===== config.mk =====
export PLATFORM = sky130hd
export DESIGN_NAME = piso_shift_register_flat
export DESIGN_NICKNAME = d
export VERILOG_FILES = /design/src/rtl/piso_shift_register_if.sv /design/src/rtl/piso_shift_register.sv /design/src/flat_wrapper.sv
export SDC_FILE = /design/constraint.sdc
export NUM_CORES = 1
export LEC_CHECK = 0
export ABC_AREA = 1
export CAP_MARGIN = 30
export CORE_AREA = 2 2 39 41
export DETAILED_ROUTE_END_ITERATION = 12
export DIE_AREA = 0 0 41 43
export SYNTH_ARGS = -nofsm -noshare
export SYNTH_HDL_FRONTEND = slang
export SYNTH_SLANG_ARGS = --single-unit
export TNS_END_PERCENT = 5

===== constraint.sdc =====
create_clock -name real_clk -period 1.1 [get_ports real_clk]
set_clock_uncertainty 0.15 [all_clocks]
set_input_delay 0.11 -clock real_clk [delete_from_list [all_inputs] [get_ports real_clk]]
set_output_delay 0.11 -clock real_clk [all_outputs]
set_load 0.02 [all_outputs]

===== src/rtl/piso_shift_register_if.sv =====
// Handshake bundle for the parallel-in / serial-out shift register: a parallel
// load channel on one side and a serial output channel on the other.
interface piso_shift_register_if #(
    parameter int WIDTH = 2,
    parameter int DEPTH = 2
);
    // Both channels use valid/ready: a beat transfers on a rising clock edge
    // where valid and ready are both high; valid, once raised, is held with
    // stable data until that edge; ready may depend combinationally on the
    // other side's ready, but never on valid.
    logic                   load_valid;
    logic                   load_ready;
    logic [WIDTH*DEPTH-1:0] load_data;
    logic                   out_valid;
    logic                   out_ready;
    logic [WIDTH-1:0]       out_data;
    logic                   out_last;

    modport master (
        output load_valid, load_data, out_ready,
        input  load_ready, out_valid, out_data, out_last
    );

    modport slave (
        input  load_valid, load_data, out_ready,
        output load_ready, out_valid, out_data, out_last
    );
endinterface


===== src/rtl/piso_shift_register.sv =====
// Loads DEPTH elements of WIDTH bits in one beat, then sends them oldest-first,
// one per accepted output beat; a new load may overlap the final beat.
module piso_shift_register #(
    parameter int               WIDTH = 2,
    parameter int               DEPTH = 2,
    parameter logic [WIDTH-1:0] INIT  = '0
) (
    input  logic                      real_clk,
    input  logic                      real_rst,
    piso_shift_register_if.slave      bus,
    output logic                      busy
);
    localparam int CW = $clog2(DEPTH + 1);

    typedef enum logic {
        IDLE  = 1'b0,
        SHIFT = 1'b1
    } state_t;

    state_t           state;
    state_t           state_next;
    logic [WIDTH-1:0] stage [DEPTH];
    logic [CW-1:0]    count;
    logic             load_fire;
    logic             out_fire;

    assign load_fire    = bus.load_valid & bus.load_ready;
    assign out_fire     = bus.out_valid & bus.out_ready;
    assign bus.out_data = stage[0];

    always_ff @(posedge real_clk or posedge real_rst) begin
        if (real_rst) begin
            state <= IDLE;
        end else begin
            state <= state_next;
        end
    end

    always_comb begin
        state_next = state;
        case (state)
            IDLE:    if (load_fire) state_next = SHIFT;
            SHIFT:   if (out_fire && bus.out_last && !load_fire) state_next = IDLE;
            default: state_next = IDLE;
        endcase
    end

    // load_ready only looks at out_ready, so a reload on the last beat is bubble-free.
    always_comb begin
        bus.out_valid  = 1'b0;
        bus.out_last   = 1'b0;
        bus.load_ready = 1'b0;
        busy           = 1'b0;
        case (state)
            IDLE: begin
                bus.load_ready = 1'b1;
            end
            SHIFT: begin
                bus.out_valid  = 1'b1;
                bus.out_last   = (count == CW'(1));
                bus.load_ready = (count == CW'(1)) & bus.out_ready;
                busy           = 1'b1;
            end
            default: ;
        endcase
    end

    // A load wins over the shift: on a coincident last beat the old element is
    // the one leaving, and the stages are refilled wholesale anyway.
    always_ff @(posedge real_clk or posedge real_rst) begin
        if (real_rst) begin
            for (int k = 0; k < DEPTH; k++) stage[k] <= INIT;
            count <= '0;
        end else if (load_fire) begin
            for (int k = 0; k < DEPTH; k++) stage[k] <= bus.load_data[k*WIDTH +: WIDTH];
            count <= CW'(DEPTH);
        end else if (out_fire) begin
            for (int k = 0; k < DEPTH - 1; k++) stage[k] <= stage[k+1];
            stage[DEPTH-1] <= INIT;
            count          <= count - CW'(1);
        end
    end
endmodule

===== src/flat_wrapper.sv =====
// flat-port wrapper written by rule: the top's interface ports become plain ports
module piso_shift_register_flat 
#(
    parameter int               WIDTH = 2,
    parameter int               DEPTH = 2,
    parameter logic [WIDTH-1:0] INIT  = '0
)
  (real_clk, real_rst, busy, bus_load_valid, bus_load_data, bus_out_ready, bus_load_ready, bus_out_valid, bus_out_data, bus_out_last);
  piso_shift_register_if #(.WIDTH(WIDTH), .DEPTH(DEPTH)) bus_i ();
  input  logic real_clk;
  input  logic real_rst;
  output logic busy;
  input wire logic [$bits(bus_i.load_valid)-1:0] bus_load_valid;
  input wire logic [$bits(bus_i.load_data)-1:0] bus_load_data;
  input wire logic [$bits(bus_i.out_ready)-1:0] bus_out_ready;
  output wire logic [$bits(bus_i.load_ready)-1:0] bus_load_ready;
  output wire logic [$bits(bus_i.out_valid)-1:0] bus_out_valid;
  output wire logic [$bits(bus_i.out_data)-1:0] bus_out_data;
  output wire logic [$bits(bus_i.out_last)-1:0] bus_out_last;
  assign bus_i.load_valid = bus_load_valid;
  assign bus_i.load_data = bus_load_data;
  assign bus_i.out_ready = bus_out_ready;
  assign bus_load_ready = bus_i.load_ready;
  assign bus_out_valid = bus_i.out_valid;
  assign bus_out_data = bus_i.out_data;
  assign bus_out_last = bus_i.out_last;
  piso_shift_register #(.WIDTH(WIDTH), .DEPTH(DEPTH), .INIT(INIT)) u_core (.real_clk(real_clk), .real_rst(real_rst), .bus(bus_i), .busy(busy));
endmodule

==> Yosys cells after proc, flatten, opt, wreduce, memory -nomap -nowiden <==
Cells that the tools add are included.
Widths: inputs -> output; s select.
{ "totals": {"inputBits": 8, "wordCells": 24, "output_inout_bits": 6, "register_bits": 7} }
{ "classes": {"reduce_logical": 4, "n_addsub": 1, "bitwise": 4, "muxes": 10, "eq_ne": 1} }
{ "ops": {"columns": ["operator", "count"], "rows": [
  ["$mux 4", 2],
  ["$mux 1", 4],
  ["$mux 2", 2],
  ["$pmux 1 s2", 2],
  ["$and 1x1->1", 3],
  ["$eq 2x1->1 const B", 1],
  ["$logic_and 1x1->1", 2],
  ["$reduce_bool 2->1", 1],
  ["$sub 2x1->2 const B", 1],
  ["$logic_not 1->1", 1],
  ["$not 1->1", 1]
]} }

==> Longest topological paths before layout <==
{ "depth": {"depth_word": 8, "mapped_depth": 8, "ltp_nobuf": 8} }

==> Worst setup path after synthesis <==
OpenSTA, ideal clock, no wires.
{ "synth_timing": {"kind": "reg-to-reg", "startpoint": "register u_core.count[0]", "endpoint": "register u_core.stage (netlist bit u_core.bus.out_data[0])", "arrival_time_ns": 1.043, "path_slack_ns": -0.210, "synth_period_minus_slack_ns": 1.310, "stages_incl_launch_ff": 8, "path_buffers": 0, "setup_ns": 0.117, "required_time_ns": 0.833, "path_cell_list": "dfrtp_1 > ha_1 > nand2_1 > nand2_2 > nand2_4 > nand2_1 > nand2_1 > nand2_1"} }
{ "synth_between": {"elab_chain_len": 5, "word_cells_on_any_way": 6, "cone_classes": "eq/ne: 1; mux: 2; bitwise: 2; reduce/logical: 1"} }
{ "synth_lines": {"columns": ["element", "line", "text"], "rows": [
  ["start, declared", "piso_shift_register.sv:23", "logic [CW-1:0] count;"],
  ["start signal, assigned", "piso_shift_register.sv:76", "count <= CW'(DEPTH);"],
  ["start signal, assigned", "piso_shift_register.sv:80", "count <= count - CW'(1);"],
  ["$eq 2x1->1 *", "piso_shift_register.sv:61", "bus.load_ready = (count == CW'(1)) & bus.out_ready;"],
  ["$and 1x1->1 *", "piso_shift_register.sv:61", null],
  ["$pmux 1 s2 *", "piso_shift_register.sv:54", "case (state)"],
  ["net bus_load_ready", "flat_wrapper.sv:16", "output wire logic [$bits(bus_i.load_ready)-1:0] bus_load_ready;"],
  ["$and 1x1->1 *", "piso_shift_register.sv:27", "assign load_fire = bus.load_valid & bus.load_ready;"],
  ["$mux 4 / $reduce_bool 2->1 (equally long branches)", null, null],
  ["end signal, assigned by index", "piso_shift_register.sv:79", "stage[DEPTH-1] <= INIT;"],
  ["end, declared", "piso_shift_register.sv:22", "logic [WIDTH-1:0] stage [DEPTH];"]
]} }
Mark *: on every way through the listed nets, which the timed path passes. The rest lies on a longest branch.
A chain may end at the register's enable or synchronous reset.

==> Final worst setup path <==
{ "layout_timing": {"startpoint": "register u_core.count[1]", "endpoint": "output bus_out_last"} }
{ "layout_between": {"elab_chain_len": 2} }
{ "layout_lines": {"columns": ["element", "line", "text"], "rows": [
  ["$eq 2x1->1", "piso_shift_register.sv:60", "bus.out_last = (count == CW'(1));"],
  ["$mux 1", "piso_shift_register.sv:54", null],
  ["end, declared", "flat_wrapper.sv:19", "output wire logic [$bits(bus_i.out_last)-1:0] bus_out_last;"]
]} }
No other way between the ends.

==> metrics.yaml <==
cts-buffers-inserted: 3
power.density_nw_per_um2: 2210
clockPowerShare_pct: 17.4
worst_pin_slew_ns: 0.276
p_int_w: 0.000861
endpoint_kind: "output port"
critPathTopFamily: "flip-flops"
syn_area_sq_um: 375
drv_cap: 0
dr_total_vias: 349
period_minus_slack_ns: 1.34
final_nets: 80
gp_congestion: 0.672
finalSetupViolations: 11
cts_tree: "yes"
die_x_microns: 41
holdWs_ns: 0.237
synth.area.top_cells: "dfrtp_1 (47%), nand2_1 (17%), nand3_1 (8.0%)"
core_sq_um: 1380
syn_area_per_cell_sq_um: 7.82
cpPeakStageDelay_ns: 0.37
crit_start: "u_core.count[1]"
drc: 0
rsz0062_at_grt: "true"
syn_inst: 48
grt_pass1_vias: 305
cts_sinks: 7
grt_max_degree: 9
seq_area_frac_synth_pct: 46.7
failed_checks: "negative setup slack"
drt-total-wl_microns: 794
p_sw_share_pct: 37.9
hold_viol: 0
seqPwrFrac_pct: 29.5
outcome: "complete, but fails checks"
final_common_cell: "nand2_1"
antenna_left: 0
fin_ws_ns: -0.239
dp_hpwl_microns: 553
post-place-ws_ns: -0.495
post-route-period-util_pct: 122
synth_largest_area_cell: "dfrtp_1"
power.share.combinational_pct: 53.1
crit_chain: "inv_2 > ha_4 > nand2_1 > inv_1 > buf_6"
wl_per_cell_microns: 9.23
slew_headroom_pct: 81.5
p_sw_w: 0.000526
syn_nets: 57
finalMaxSlewViolations: 0
io_pins: 14
rows: 14
crit_slowest_cell: "dfrtp_1"
required_ns: 0.84
worst_setup_path_start_kind: "flip-flop"
r2r-start: "u_core.count[0]"
start_util_pct: 27.1
place_inst: 80
ys_ff_latch: 7
critPathBufInv: 3
root_buffer: "clkbuf_4"
clock_latency_ns: 0.25
ff2ff_path_depth: 8
synth_cell_types: 12
diodes: 0
holdCritStartpoint: "bus_load_data[3]"
ys.warnings.count: 0
crit_type: "reg -> out"
port_buffers: 13
fmax_mhz: 747
via_per_inst: 4.06
synth_top_area_share_pct: 46.7
syn2layout_area_growth_pct: 67.3
clkTransAtPathRegs_ns: 0.05
fin_cells: 86
hold_depth: 3
drt_iter0_markers: 3
min_path_type: "in -> reg"
drive_gt1_share_pct: 32.9
crit_path_max_fanout: 2
htreeDepth: 1
layout_common_cells: "nand2_1 (15), clkdlybuf4s50_1 (7), dfrtp_1 (7)"
antenna_found_initial: 0
rrSetupSlack_ns: -0.22
grt_pass1_wl_microns: 1300
static-leakage-power_nw: 0.340
dieArea_sq_um: 1760
cts_buffer_depth: 2
grt_overflow_total: 0
cp_num_cells: 5
vdd_drop_max_uv: 771
dr.pass1.iters: 2
cp.arrival_ns: 1.08
fp.dieH_microns: 43
grt.total_usage_pct: 11.9
## Yosys cell counts, drive strengths merged
library cell,n
xor2,1
nand2,20
inv,8
o21ai,1
nor2,1
buf,3
nand3,6
dfrtp,7
ha,1
## registers in the layout, indices dropped and copies added (netlist names)
register and flops:
u_core.bus.out_data 2, u_core.count 2, u_core.state 1, u_core.stage 2
## power by group through the flow
stage                     clock network, W  logic [W]  registers (W)
after global placement                   0   0.000645       0.000403
after CTS                         0.000255   0.000702       0.000415
after detailed placement                 0   0.000656       0.000405
after global routing              0.000274   0.000817       0.000419
after floorplan                          0   0.000380       0.000407
final                             0.000241   0.000736       0.000410
## worst min-delay path, delay by kind of cell
kind / cells / cell delay, ns
buf+inv: 1 / 0.39
simple gates: 2 / 0.10
## path summary, 6_finish.rpt
path,to
max in group asynchronous,u_core.bus.out_data[0]
worst max register to register,u_core.bus.out_data[1]
worst min register to register,u_core.bus.out_data[0]
worst max-delay path,bus_out_last
worst min-delay path,u_core.stage[1]
min in group asynchronous,u_core.count[0]
## cell families (layout without fill, tap and decap cells)
kind of cell,count (synthesis),count (layout),synth area share [%]
adders and majority gates,1,1,3.33
and+or+nand+nor,27,27,32.3
DFF,7,7,46.7
buffers and inverters,11,33,14.0
AOI/OAI and AO/OA,1,1,1.33
xor gates and xnor gates,1,1,2.33
## metal layers
metal	wire [microns]	vias to the layer above	global-route usage (%)
li1	-	187	-
met1	358	146	13.9
met2	357	14	15.9
met3	69	2	4.71
met4	8	0	10.0
met5	0	-	0
## per-stage QoR
step           util [%]  area, sq um  TNS (ns)  total power, W
6_report           45.4          628     -2.06         0.00139
2_1_floorplan         -          385    -0.647        0.000787
5_1_grt            45.4          628     -2.68         0.00151
3_5_place_dp       40.3          558     -3.20         0.00106
4_1_cts            44.2          612     -2.30         0.00137
3_3_place_gp       40.3          558     -3.08         0.00105
## timing repair
item / 4_1_cts / 5_1_grt
endpoints found under the hold margin: 7 / 0
pin swaps: 4 / 1
setup buffers: 0 / 1
setup endpoints to repair: 13 / 11
gates resized for setup: 28 / 3
cloned: 0 / 0
hold buffers: 1 / 0
## final cells by class
class / count / area (sq um)
fillers: 159 / 756
repair buffers: 21 / 188
multi-input cells: 30 / 186
flip-flops and latches: 7 / 175
inverters: 8 / 32.5
clock buffers: 4 / 26.3
well taps: 16 / 20.0
(Power assumes the default switching activity.)
